--- src/rtl/nibble_serial_sub_if.sv ---
// nibble_serial_sub_if: start/busy/done handshake and operand/result bus for the serial subtractor
interface nibble_serial_sub_if #(parameter int WIDTH = 4);
  logic             start;
  logic [WIDTH-1:0] a;
  logic [WIDTH-1:0] b;
  logic             busy;
  logic             done;
  logic [WIDTH-1:0] diff;
  logic             borrow;
  modport master (output start, a, b, input busy, done, diff, borrow);
  modport slave  (input start, a, b, output busy, done, diff, borrow);
endinterface

--- src/rtl/nibble_serial_sub.sv ---
// nibble_serial_sub: LSB-first bit-serial a-b, one bit per clock, start/busy/done handshake.
// Define SUB_SAT_EN to clamp diff to zero whenever the final borrow is set.
module nibble_serial_sub #(parameter int WIDTH = 4) (
  input logic clk,
  input logic rst_n,
  nibble_serial_sub_if.slave bus
);
  localparam int CW = $clog2(WIDTH) + 1;
  typedef enum logic [1:0] {IDLE, BUSY, DONE} state_t;
  state_t           state;
  logic [WIDTH-1:0] sa, sb, res, diff_r;
  logic [CW-1:0]    cnt;
  logic             borrow_r, busy_r, done_r, borrow_o;
  logic             d, br_nxt;
  logic [WIDTH-1:0] full;
  assign d      = sa[0] ^ sb[0] ^ borrow_r;
  assign br_nxt = (~sa[0] & sb[0]) | (~(sa[0] ^ sb[0]) & borrow_r);
  // the bit computed on the final edge completes the result as its MSB
  assign full   = {d, res[WIDTH-1:1]};
  assign bus.busy   = busy_r;
  assign bus.done   = done_r;
  assign bus.diff   = diff_r;
  assign bus.borrow = borrow_o;
  always_ff @(posedge clk or negedge rst_n) begin
    if (!rst_n) begin
      state    <= IDLE;
      sa       <= '0;
      sb       <= '0;
      res      <= '0;
      cnt      <= '0;
      borrow_r <= 1'b0;
      busy_r   <= 1'b0;
      done_r   <= 1'b0;
      diff_r   <= '0;
      borrow_o <= 1'b0;
    end else begin
      case (state)
        IDLE: if (bus.start) begin
          sa       <= bus.a;
          sb       <= bus.b;
          cnt      <= '0;
          borrow_r <= 1'b0;
          busy_r   <= 1'b1;
          state    <= BUSY;
        end
        BUSY: begin
          sa       <= sa >> 1;
          sb       <= sb >> 1;
          res      <= full;
          borrow_r <= br_nxt;
          cnt      <= cnt + CW'(1);
          if (cnt == CW'(WIDTH - 1)) begin
`ifdef SUB_SAT_EN
            diff_r <= br_nxt ? '0 : full;
`else
            diff_r <= full;
`endif
            borrow_o <= br_nxt;
            done_r   <= 1'b1;
            state    <= DONE;
          end
        end
        DONE: begin
          done_r <= 1'b0;
          busy_r <= 1'b0;
          state  <= IDLE;
        end
        default: state <= IDLE;
      endcase
    end
  end
endmodule

--- src/flat_wrapper.sv ---
// flat-port wrapper written by rule: the top's interface ports become plain ports
module nibble_serial_sub_flat 
#(parameter int WIDTH = 4)
  (clk, rst_n, bus_start, bus_a, bus_b, bus_busy, bus_done, bus_diff, bus_borrow);
  nibble_serial_sub_if #(.WIDTH(WIDTH)) bus_i ();
  input logic clk;
  input logic rst_n;
  input wire logic [$bits(bus_i.start)-1:0] bus_start;
  input wire logic [$bits(bus_i.a)-1:0] bus_a;
  input wire logic [$bits(bus_i.b)-1:0] bus_b;
  output wire logic [$bits(bus_i.busy)-1:0] bus_busy;
  output wire logic [$bits(bus_i.done)-1:0] bus_done;
  output wire logic [$bits(bus_i.diff)-1:0] bus_diff;
  output wire logic [$bits(bus_i.borrow)-1:0] bus_borrow;
  assign bus_i.start = bus_start;
  assign bus_i.a = bus_a;
  assign bus_i.b = bus_b;
  assign bus_busy = bus_i.busy;
  assign bus_done = bus_i.done;
  assign bus_diff = bus_i.diff;
  assign bus_borrow = bus_i.borrow;
  nibble_serial_sub #(.WIDTH(WIDTH)) u_core (.clk(clk), .rst_n(rst_n), .bus(bus_i));
endmodule
--- config.mk ---
export PLATFORM = sky130hd
export DESIGN_NAME = nibble_serial_sub_flat
export DESIGN_NICKNAME = d
export VERILOG_FILES = /design/src/rtl/nibble_serial_sub_if.sv /design/src/rtl/nibble_serial_sub.sv /design/src/flat_wrapper.sv
export SDC_FILE = /design/constraint.sdc
export NUM_CORES = 1
export LEC_CHECK = 0
export ABC_AREA = 0
export CAP_MARGIN = 20
export CORE_ASPECT_RATIO = 0.6
export CORE_MARGIN = 2
export CORE_UTILIZATION = 45
export DETAILED_ROUTE_END_ITERATION = 6
export PLACE_DENSITY = 0.76
export SYNTH_ARGS = -nofsm -noshare
export SYNTH_HDL_FRONTEND = slang
export SYNTH_SLANG_ARGS = --single-unit
--- constraint.sdc ---
create_clock -name clk -period 4 [get_ports clk]
set_clock_uncertainty 0.2 [all_clocks]
set_input_delay 0.4 -clock clk [delete_from_list [all_inputs] [get_ports clk]]
set_output_delay 0.4 -clock clk [all_outputs]
set_load 0.1 [all_outputs]
==> results <==
- The flow ran to the end, and the final reports show no timing, DRC or antenna violations.
- The floorplan die height is 43.5 um.
- The tree built by TritonCTS fans out to 24 sinks.
- Detailed placement finished with a half-perimeter wire length of ~1300 um.
- The library cell occupying the most area in the post-synthesis netlist is sky130_fd_sc_hd__dfrtp_1.
- The area of the die is 3030 um^2.
- The number of H-tree levels is 1.
- After detailed routing, the number of remaining DRC violations is 0.
- The met3 routing resource usage after global routing is 0.0558.
- The gate count after technology mapping is 86.
- The actual transition at the worst max-transition pin is 1.08 ns.
- The clock root buffer master is sky130_fd_sc_hd__clkbuf_8.
- The number of antenna violations at the first check in global routing is 0.
- The sequential cells in the finished layout cover a total of 601 um^2.
- The fraction of met1 tracks used by global routing is 0.192.
- 0 antenna diodes ended up in the layout.
- The worst setup path is of the register to output pin kind.
- The share of final-layout standard cells stronger than drive strength 1 is 0.233.
- Yosys attributes the largest share of cell area to sky130_fd_sc_hd__dfrtp_1 51%, sky130_fd_sc_hd__a211oi_2 5.4%, sky130_fd_sc_hd__mux2_4 5.1%.
- The critical-path maximum fanout is 3.
- The final number of setup-violating endpoints is 0.
- The initial standard-cell utilization of the core is 0.469.
- The flop and latch count out of synthesis is 24.
- Timing would allow up to 0.420 GHz.
- The routed length per instance is 13.6 um.
- The setup TNS is 0 ns.
- For this design, the CTS-stage hold fixing added 0 buffers.
- The number of different library cells used by synthesis comes to 27.
- The number of top-level pins is 18.
- In the routed layout, each cell is associated on average with a via count of between 5 and 6.
- The vias after detailed routing is 703.
- The total count of hold-check failures in the final report is 0.
- The synthesized netlist occupies a cell area of 1170 um^2.
- Setup repair after global routing left no endpoint under its margin.
- The placed standard-cell area is 1340 um^2.
- The first global-routing pass estimated 3280 um of wire.
- Averaged over all synthesized cells, the footprint is 13.6 um^2.
- The kind of path behind the tightest hold check is primary input to async pin.
- Walking the worst path, the cells encountered are clkdlybuf4s50_1.
- The master of the slowest instance on the critical path is sky130_fd_sc_hd__clkdlybuf4s50_1.
- The residual antenna-violating net count after detailed routing is 0.
- The maximum clock path buffer count is 2.
- The floorplan row count is 14.
- After clock tree synthesis, the clock-pin slew on the worst setup and hold paths is 0.09 ns.
- The layout has 201 filler cells.
- For met2 alone, demand over resource in global routing was 0.219.
- The depth of the worst register-to-register path is 2.
- After global routing the overflow that remains totals 0.
- Port buffering added 17 buffers.
- After global routing, the most crowded layer is met2.
- The CTS buffer count is 3.
- The type of origin of the critical path is a register.
- The worst-skew pair later-pin latency is 0.27 ns.
- The count of buffer and inverter cells on the critical path is 1.
- The number of buffers inserted to repair setup after CTS is 0.
- The fraction of the cycle the final worst path needs is 0.596.
- TritonCTS built the clock tree.
- Across every metal layer, demand over resource in global routing totals 0.143.
- The number of gates resized after CTS is 0.
- The reported max-cap violation count is 0.
- Counting I/O delays and the setup requirement, the final critical path takes 2.38 ns.
- The count of synthesis-stage warnings from yosys is 0.
- Headroom to the max-slew limit came out at 0.281.
- The area of the placeable core is roughly 2500 um^2.
- The endpoint arrival time on the critical path is 1.78 ns.
- The largest single stage delay on the critical path is 1.14 ns.
- STA puts the critical path data required time at 3.40 ns.
- Entering global routing, the biggest net connects 25 pins.
- The kind of cell with the highest combined delay on the critical path is buffers and inverters.
- Setup slack on the worst reg-to-reg path comes out at 1.84 ns.
- The multi-input combinational cells in the finished layout cover a total of 485 um^2.
- The global placer's final weighted congestion is 0.801.
- The final standard cell area without fillers is 1410 um^2.
- The via count of the first global-routing pass is 701.
- The worst setup path is captured at an output pin.
- The number of max-slew violations in the final report is 0.
- After detailed routing, the total wire length is ~1800 um.
- For this run, the detailed router's first-pass iteration total came to 3.
- The number of stages on the worst setup path is 1.
- The detailed router finished its first iteration with 23 violations.
- The net count of the mapped netlist is 100.
- The horizontal die dimension is 69.8 um.
- The area overhead of the layout relative to synthesis is 20.6%.
- In the final design database the tool counted 118 nets.
- The share of synthesized area in the top cell type comes to 0.514.
- For this run, the register share of the synthesized area comes to 0.514.
## sequential cells by signal, indices dropped and copies added (netlist names)
name and count:
u_core.borrow_r 1, u_core.bus.borrow 1, u_core.bus.busy 1, u_core.bus.diff 4, u_core.bus.done 1, u_core.cnt 3, u_core.res 3, u_core.sa 4
u_core.sb 4, u_core.state 2
## routing by layer
layer | vias up | wire length, um
met5 | - | 0
met4 | 0 | 19
met3 | 3 | 90
met2 | 16 | 770
met1 | 346 | 960
li1 | 338 | -
## worst paths after layout
check,from,end
setup / recovery,u_core.bus.done,bus_done
min in group clk,u_core.cnt[2],u_core.cnt[2]
hold / removal,rst_n,u_core.sa[0]
hold reg to reg,u_core.cnt[2],u_core.cnt[2]
max in group asynchronous,rst_n,u_core.res[1]
setup reg to reg,u_core.state[0],u_core.cnt[0]
## layout by cell type, fill, tap and decap left out, drive strengths merged, types with 2 or more instances in the layout
cell type,Yosys,routed
dfrtp,24,24
clkdlybuf4s50,0,17
inv,11,11
mux2,8,8
nor3b,6,6
nor4b,6,6
a211oi,5,5
clkbuf,0,4
a22o,3,3
o2bb2ai,2,2
nor2b,2,2
ha,2,2
## synth_stat cells
library cell	instances
sky130_fd_sc_hd__a221oi_2	1
sky130_fd_sc_hd__dfrtp_1	24
sky130_fd_sc_hd__buf_4	1
sky130_fd_sc_hd__o2bb2ai_1	2
sky130_fd_sc_hd__a211oi_2	5
sky130_fd_sc_hd__mux2_2	4
sky130_fd_sc_hd__inv_1	11
sky130_fd_sc_hd__o21ba_2	1
sky130_fd_sc_hd__o21bai_1	1
sky130_fd_sc_hd__buf_2	2
sky130_fd_sc_hd__and2b_1	1
sky130_fd_sc_hd__nand2_1	1
sky130_fd_sc_hd__o21ai_0	1
sky130_fd_sc_hd__mux2i_1	1
sky130_fd_sc_hd__buf_6	2
sky130_fd_sc_hd__nand2b_4	1
sky130_fd_sc_hd__nor4b_2	2
sky130_fd_sc_hd__a21oi_1	1
sky130_fd_sc_hd__a22o_1	3
sky130_fd_sc_hd__ha_1	2
sky130_fd_sc_hd__nor3b_1	6
sky130_fd_sc_hd__a2bb2oi_1	1
sky130_fd_sc_hd__nand3b_4	1
sky130_fd_sc_hd__fa_1	1
sky130_fd_sc_hd__nor2b_1	2
sky130_fd_sc_hd__nor4b_1	4
sky130_fd_sc_hd__mux2_4	4
## final cells by class
type / instances / area share
Tap cell: 32 / 0.0284
Clock buffer: 4 / 0.0391
Inverter: 11 / 0.0293
Multi-Input combinational cell: 46 / 0.345
Sequential cell: 24 / 0.427
Timing Repair Buffer: 18 / 0.132
## per-stage QoR
step | std cells | hold WS (ns) | setup WS [ns] | util
floorplan | 86 | -0.0956 | 2.47 | -
global placement | 130 | 0.271 | 1.65 | 0.538
detailed placement | 130 | 0.279 | 1.60 | 0.538
CTS | 134 | 0.299 | 1.60 | 0.560
global route | 135 | 0.337 | 1.58 | 0.566
finish | 135 | 0.297 | 1.62 | 0.566
## cells by family (layout without fill, tap and decap cells)
| family | count (synthesis) | after routing | share of synthesized area |
|---|---|---|---|
| adders and majority gates | 3 | 3 | 0.0386 |
| buffers and inverters | 16 | 33 | 0.0697 |
| AOI/OAI and AO/OA | 16 | 16 | 0.135 |
| muxes | 9 | 9 | 0.0986 |
| and+or+nand+nor | 18 | 18 | 0.144 |
| DFF | 24 | 24 | 0.514 |
Power is not shown: default switching activity piles up to over one toggle a cycle in this logic, so the estimate is an artifact.
